$ cat src/rtl/fcf_pkg.sv
// fcf_pkg: shared widths and FSM state constants for the FC vector feeder
package fcf_pkg;
   localparam int RES_W = 57;
   localparam int ACT_W = 8;
   localparam int WGT_W = 24;
   typedef logic [1:0] state_t;
   localparam state_t IDLE     = 2'd0;
   localparam state_t STREAM   = 2'd1;
   localparam state_t WAIT_RES = 2'd2;
   localparam state_t HOLD     = 2'd3;
endpackage

$ cat src/rtl/fcf_addr_gen.sv
// fcf_addr_gen: activation/weight address generator with per-neuron pair counter
module fcf_addr_gen
   import fcf_pkg::*;
#(
   parameter int VEC_LEN = 16,
   parameter int AAW     = 8,
   parameter int WAW     = 12
) (
   input  logic           clk,
   input  logic           reset,
   input  logic           load,
   input  logic           restart,
   input  logic           step,
   input  logic [AAW-1:0] act_base,
   input  logic [WAW-1:0] wgt_base,
   output logic [AAW-1:0] act_addr,
   output logic [WAW-1:0] wgt_addr,
   output logic           first,
   output logic           last
);
   localparam int CW = $clog2(VEC_LEN);
   logic [AAW-1:0] latched_act;
   logic [CW-1:0]  cnt;
   assign first = cnt == '0;
   assign last  = cnt == CW'(VEC_LEN - 1);
   // activation address restarts per neuron; weight address runs on across neurons
   always_ff @(posedge clk or posedge reset) begin
      if (reset) begin
         latched_act <= '0;
         act_addr    <= '0;
         wgt_addr    <= '0;
         cnt         <= '0;
      end else if (load) begin
         latched_act <= act_base;
         act_addr    <= act_base;
         wgt_addr    <= wgt_base;
         cnt         <= '0;
      end else if (restart) begin
         act_addr <= latched_act;
         cnt      <= '0;
      end else if (step) begin
         act_addr <= act_addr + 1'b1;
         wgt_addr <= wgt_addr + 1'b1;
         cnt      <= last ? '0 : cnt + 1'b1;
      end
   end
endmodule

$ cat src/rtl/fc_vector_feeder.sv
// fc_vector_feeder: streams SRAM operand pairs to the FC core and captures results (FCF_TIMEOUT_EN adds a result timeout)
module fc_vector_feeder
   import fcf_pkg::*;
#(
   parameter int VEC_LEN = 16,
   parameter int AAW     = 8,
   parameter int WAW     = 12,
   parameter int TMO     = 64
) (
   input  logic             clk,
   input  logic             reset,
   input  logic             cmd_valid,
   output logic             cmd_ready,
   input  logic [AAW-1:0]   cmd_act_base,
   input  logic [WAW-1:0]   cmd_wgt_base,
   input  logic [15:0]      cmd_neurons,
   output logic             act_ren,
   output logic [AAW-1:0]   act_addr,
   input  logic [ACT_W-1:0] act_rdata,
   output logic             wgt_ren,
   output logic [WAW-1:0]   wgt_addr,
   input  logic [WGT_W-1:0] wgt_rdata,
   output logic [ACT_W-1:0] vec1,
   output logic [WGT_W-1:0] vec2,
   output logic             start,
   input  logic             o_valid,
   input  logic [RES_W-1:0] o,
   output logic             res_valid,
   input  logic             res_ready,
   output logic [RES_W-1:0] res_data,
   output logic [15:0]      res_idx,
   output logic             busy,
   output logic             done,
   output logic             err
);
   state_t      state;
   logic [15:0] neurons;
   logic [15:0] neuron;
   logic        accept;
   logic        step;
   logic        restart;
   logic        first;
   logic        last;
   logic        last_neuron;
   logic        timeout;
   logic        ren_d;
   logic        first_d;
   assign cmd_ready   = (state == IDLE) && !reset;
   assign accept      = cmd_valid && cmd_ready;
   assign busy        = state != IDLE;
   assign step        = state == STREAM;
   assign act_ren     = step;
   assign wgt_ren     = step;
   assign last_neuron = neuron == neurons - 16'd1;
   assign restart     = (state == HOLD) && res_ready && !last_neuron;
   fcf_addr_gen #(.VEC_LEN(VEC_LEN), .AAW(AAW), .WAW(WAW)) u_addr (
      .clk      (clk),
      .reset    (reset),
      .load     (accept),
      .restart  (restart),
      .step     (step),
      .act_base (cmd_act_base),
      .wgt_base (cmd_wgt_base),
      .act_addr (act_addr),
      .wgt_addr (wgt_addr),
      .first    (first),
      .last     (last)
   );
`ifdef FCF_TIMEOUT_EN
   localparam int TW = $clog2(TMO + 1);
   logic [TW-1:0] tmo_cnt;
   assign timeout = (state == WAIT_RES) && !o_valid && (tmo_cnt == TW'(TMO - 1));
   // result-wait cycle counter and sticky error (timeout or result during streaming)
   always_ff @(posedge clk or posedge reset) begin
      if (reset) begin
         tmo_cnt <= '0;
         err     <= 1'b0;
      end else begin
         tmo_cnt <= (state == WAIT_RES) ? tmo_cnt + 1'b1 : '0;
         err     <= err | timeout | ((state == STREAM) && o_valid);
      end
   end
`else
   assign timeout = 1'b0;
   assign err     = 1'b0;
`endif
   // command FSM, neuron bookkeeping and result register
   always_ff @(posedge clk or posedge reset) begin
      if (reset) begin
         state     <= IDLE;
         neurons   <= '0;
         neuron    <= '0;
         done      <= 1'b0;
         res_valid <= 1'b0;
         res_data  <= '0;
         res_idx   <= '0;
      end else begin
         done <= 1'b0;
         case (state)
            IDLE: if (accept) begin
               neurons <= cmd_neurons;
               neuron  <= '0;
               state   <= (cmd_neurons == 16'd0) ? IDLE : STREAM;
               done    <= cmd_neurons == 16'd0;
            end
            STREAM: if (last) state <= WAIT_RES;
            WAIT_RES: if (o_valid) begin
               res_data  <= o;
               res_idx   <= neuron;
               res_valid <= 1'b1;
               state     <= HOLD;
            end else if (timeout) begin
               state <= IDLE;
               done  <= 1'b1;
            end
            default: if (res_ready) begin
               res_valid <= 1'b0;
               state     <= last_neuron ? IDLE : STREAM;
               done      <= last_neuron;
               neuron    <= last_neuron ? neuron : neuron + 16'd1;
            end
         endcase
      end
   end
   // two-stage operand path: SRAM latency then output register; start tags pair 0
   always_ff @(posedge clk or posedge reset) begin
      if (reset) begin
         ren_d   <= 1'b0;
         first_d <= 1'b0;
         start   <= 1'b0;
         vec1    <= '0;
         vec2    <= '0;
      end else begin
         ren_d   <= step;
         first_d <= step && first;
         start   <= ren_d && first_d;
         vec1    <= ren_d ? act_rdata : vec1;
         vec2    <= ren_d ? wgt_rdata : vec2;
      end
   end
endmodule
$ cat config.mk
export PLATFORM = sky130hd
export DESIGN_NAME = fc_vector_feeder
export DESIGN_NICKNAME = d
export VERILOG_FILES = /design/src/rtl/fcf_pkg.sv /design/src/rtl/fcf_addr_gen.sv /design/src/rtl/fc_vector_feeder.sv
export SDC_FILE = /design/constraint.sdc
export NUM_CORES = 1
export LEC_CHECK = 0
export BUFFER_PORTS_ARGS = -buffer_cell sky130_fd_sc_hd__buf_2
export CAP_MARGIN = 15
export CORE_ASPECT_RATIO = 0.6
export CORE_MARGIN = 5
export CORE_UTILIZATION = 46
export DETAILED_ROUTE_END_ITERATION = 12
export PLACE_DENSITY = 0.77
export SLEW_MARGIN = 40
export SYNTH_ARGS = -nofsm -noshare
export SYNTH_HDL_FRONTEND = slang
export SYNTH_SLANG_ARGS = --single-unit
$ cat constraint.sdc
create_clock -name clk -period 6.2 [get_ports clk]
set_clock_uncertainty 0.15 [all_clocks]
set_input_delay 0.93 -clock clk [delete_from_list [all_inputs] [get_ports clk]]
set_output_delay 0.93 -clock clk [all_outputs]
set_load 0.05 [all_outputs]
==> metrics.yaml <==
drt_iter0_markers: 489
syn_inst: 706
maxCapViolations: 0
ys_seq_elements: 176
drive_gt1_share_pct: 42.72
slowest_delay_ns: 0.75
yosysTopAreaCell: "dfrtp_1"
clk_latency_ns: 0.43
core-area_mm2: 0.01713
cp_slowest_cell: "o2111a_1"
setup_tns_ns: 0
fmax_mhz: 248.5
cts_resized: 0
ys_async_sr_fraction_pct: 100.0
synth_ff_type: "dfrtp_1"
place_inst: 1171
grt_pass1_vias: 6244
rows: 37
setup_viol: 0
timing.reg2reg.setup_slack_ns: 2.18
drc: 0
worstHoldEndpoint: "res_idx[8]"
path_buf_inv: 0
wirelength_um: 20930
vdd_drop_max_uv: 300.2
end_kind: "flop"
hp-start: "res_idx[8]"
p_leak_nw: 5.029
worstSetupPathType: "flop to flop"
n_fill_cell: 1448
numCtsBuffers: 17
cts_max_path_buffers: 2
hp-class: "flop to flop"
slew_headroom_pct: 46.73
vias: 6374
worst_slew_pin_slew_ns: 0.7990
synthTopCellsByArea: "dfrtp_1 (55%), mux2_2 (14%), nand2_1 (4.6%)"
hold_violations: 0
synth_common_cells: "dfrtp_1 (176), mux2_2 (102), nand2_1 (99)"
yosysSeqAreaShare_pct: 54.80
cts_tree: "built"
drv_slew: 0
yosysUniqueCellTypes: 59
yosysMostFrequentCell: "dfrtp_1"
port_buffers: 261
stdcell_count: 1204
min_path_cells: 2
cp.arrival_ns: 4.19
cts_sinks: 176
reg2reg_from: "neurons[3]"
synth_nets: 847
syn_area_mm2: 0.008036
fin_util_pct: 59.63
multi_input_area_mm2: 0.003426
first_pass_iters: 6
period_minus_slack_ns: 4.024
r2r_end: "u_addr.act_addr[1]"
status: "finished, final reports clean"
die-height_um: 112.4
post_cts_buffers: 0
io_pins: 263
synth_edf_count: 0
cp_cell_sequence: "nor4_1, nand4b_1, or3b_2, a31oi_1, o2111a_1, o21ai_2, or2_1, o221a_2"
critical_path_required_ns: 6.36
r2r_cells: 8
yosys.area.top_type_share_pct: 54.80
dp_hpwl_um: 15780
yosysWarnings: 0
grt_pass1_wl_um: 34270
ff_latch_area_mm2: 0.004404
layout.nets: 1097
cts_max_level: 4
cts-root-buf: "clkbuf_16"
gp_congestion: 0.8588
cp-start-kind: "flop"
clkTransAtPathRegs_ns: 0.07
die_x_um: 180.6
fin_crit_sh_pct: 64.90
cellPowerDensity_mw_per_mm2: 634.3
ant_nets: 0
critPathTopFamily: "simple AND/OR/NAND/NOR gates"
grt_usage_pct: 20.71
antenna_found_initial: 2
start_util_pct: 46.92
routedWlPerCell_um: 17.39
holdBufCountCts: 0
rsz0062_at_grt: "false"
dieArea_mm2: 0.02030
vias_per_cell: 5.294
overflow: 0
grt_max_degree: 98
worstPathMaxFanout: 19
area.growth.synth_to_final_pct: 27.09
avgSynthCellArea_um2: 11.38
-- layout make-up --
class	instances	area share, %
flip-flops and latches	176	43.12
well taps	234	2.867
inverters	18	0.6983
clock buffers	17	4.165
multi-input cells	476	33.54
repair buffers	267	13.55
diodes	1	0.02450
clock inverters	15	2.034
-- flip-flops by register name, summed over array words and instances (netlist names) --
| register | count |
|---|---|
| start | 1 |
| res_data | 57 |
| u_addr.act_addr | 8 |
| done | 1 |
| u_addr.latched_act | 8 |
| res_valid | 1 |
| u_addr.wgt_addr | 12 |
| res_idx | 16 |
| neuron | 16 |
| ren_d | 1 |
| u_addr.cnt | 4 |
| vec1 | 8 |
| neurons | 16 |
| first_d | 1 |
| state | 2 |
| vec2 | 24 |
-- metrics by stage --
step	setup WS (ns)	hold slack (ns)	cell area (um^2)	total power [mW]
3_5_place_dp	2.247	0.2971	9578	5.410
5_1_grt	1.897	0.3515	10210	6.851
6_report	2.176	0.3249	10210	6.478
4_1_cts	2.208	0.3290	10210	6.527
2_1_floorplan	1.012	0.2837	8040	4.569
3_3_place_gp	2.395	0.2960	9542	5.328
-- cells in the final DEF (no fill, tap or decap), types with 3 or more instances in the layout --
cell         n
buf_2      261
xnor2_1      8
o22ai_1      4
nor3_1       7
nor4_1      13
xor2_1      21
or4_1        6
nand3_1     15
and3_1      18
o21ai_0     25
mux2_2     102
nor2_1      30
nand2_1     98
mux2i_1     18
nand4_1      7
a211oi_1     3
nand2b_1     6
nor2b_1      3
ha_1        11
o31ai_1      3
nand3b_1     3
nor3b_1      3
or3_1        3
o22a_1       3
o211ai_1    11
buf_4        4
clkbuf_16   17
a31oi_1      4
inv_1       16
a21oi_1     19
clkinv_8     8
dfrtp_1    176
-- power breakdown --
part           switching (mW)  internal (mW)
registers               0.375           1.66
logic                    2.35          0.999
clock network           0.543          0.557
-- worst max-delay path by stage --
stage / from / endpoint / cells past startpoint
finish: neurons[3] / u_addr.act_addr[1] / 8
global route: neurons[3] / u_addr.act_addr[1] / 8
CTS: neurons[3] / u_addr.act_addr[1] / 8
detailed placement: neurons[3] / u_addr.act_addr[1] / 8
global placement: neurons[3] / u_addr.act_addr[1] / 8
floorplan: reset / state[1] / 5
-- cells by family after synthesis --
family / Yosys count / synth area share, %
AND/OR/NAND/NOR: 226 / 13.83
adder cells (fa/ha/maj): 11 / 1.713
AO/OA/AOI/OAI: 89 / 7.146
flip-flops: 176 / 54.80
multiplexers: 120 / 16.53
other: 1 / 0.04666
XOR/XNOR: 29 / 3.161
buffers and inverters: 54 / 2.771
-- tightest hold or removal path: cells and delay by family, from the launching register on --
family,cells,cell delay [ns]
and+or+nand+nor,1,0.05
DFF,1,0.34
AOI/OAI and AO/OA,1,0.06
-- routing by layer --
metal / vias up / share of wire [%] / global-route usage (%)
li1: 2991 / - / -
met1: 3122 / 46 / 29.76
met2: 235 / 45 / 31.61
met3: 24 / 7.7 / 5.991
met4: 2 / 1.1 / 4.230
met5: - / 0.048 / 0
Power figures use the tool's default switching activity.
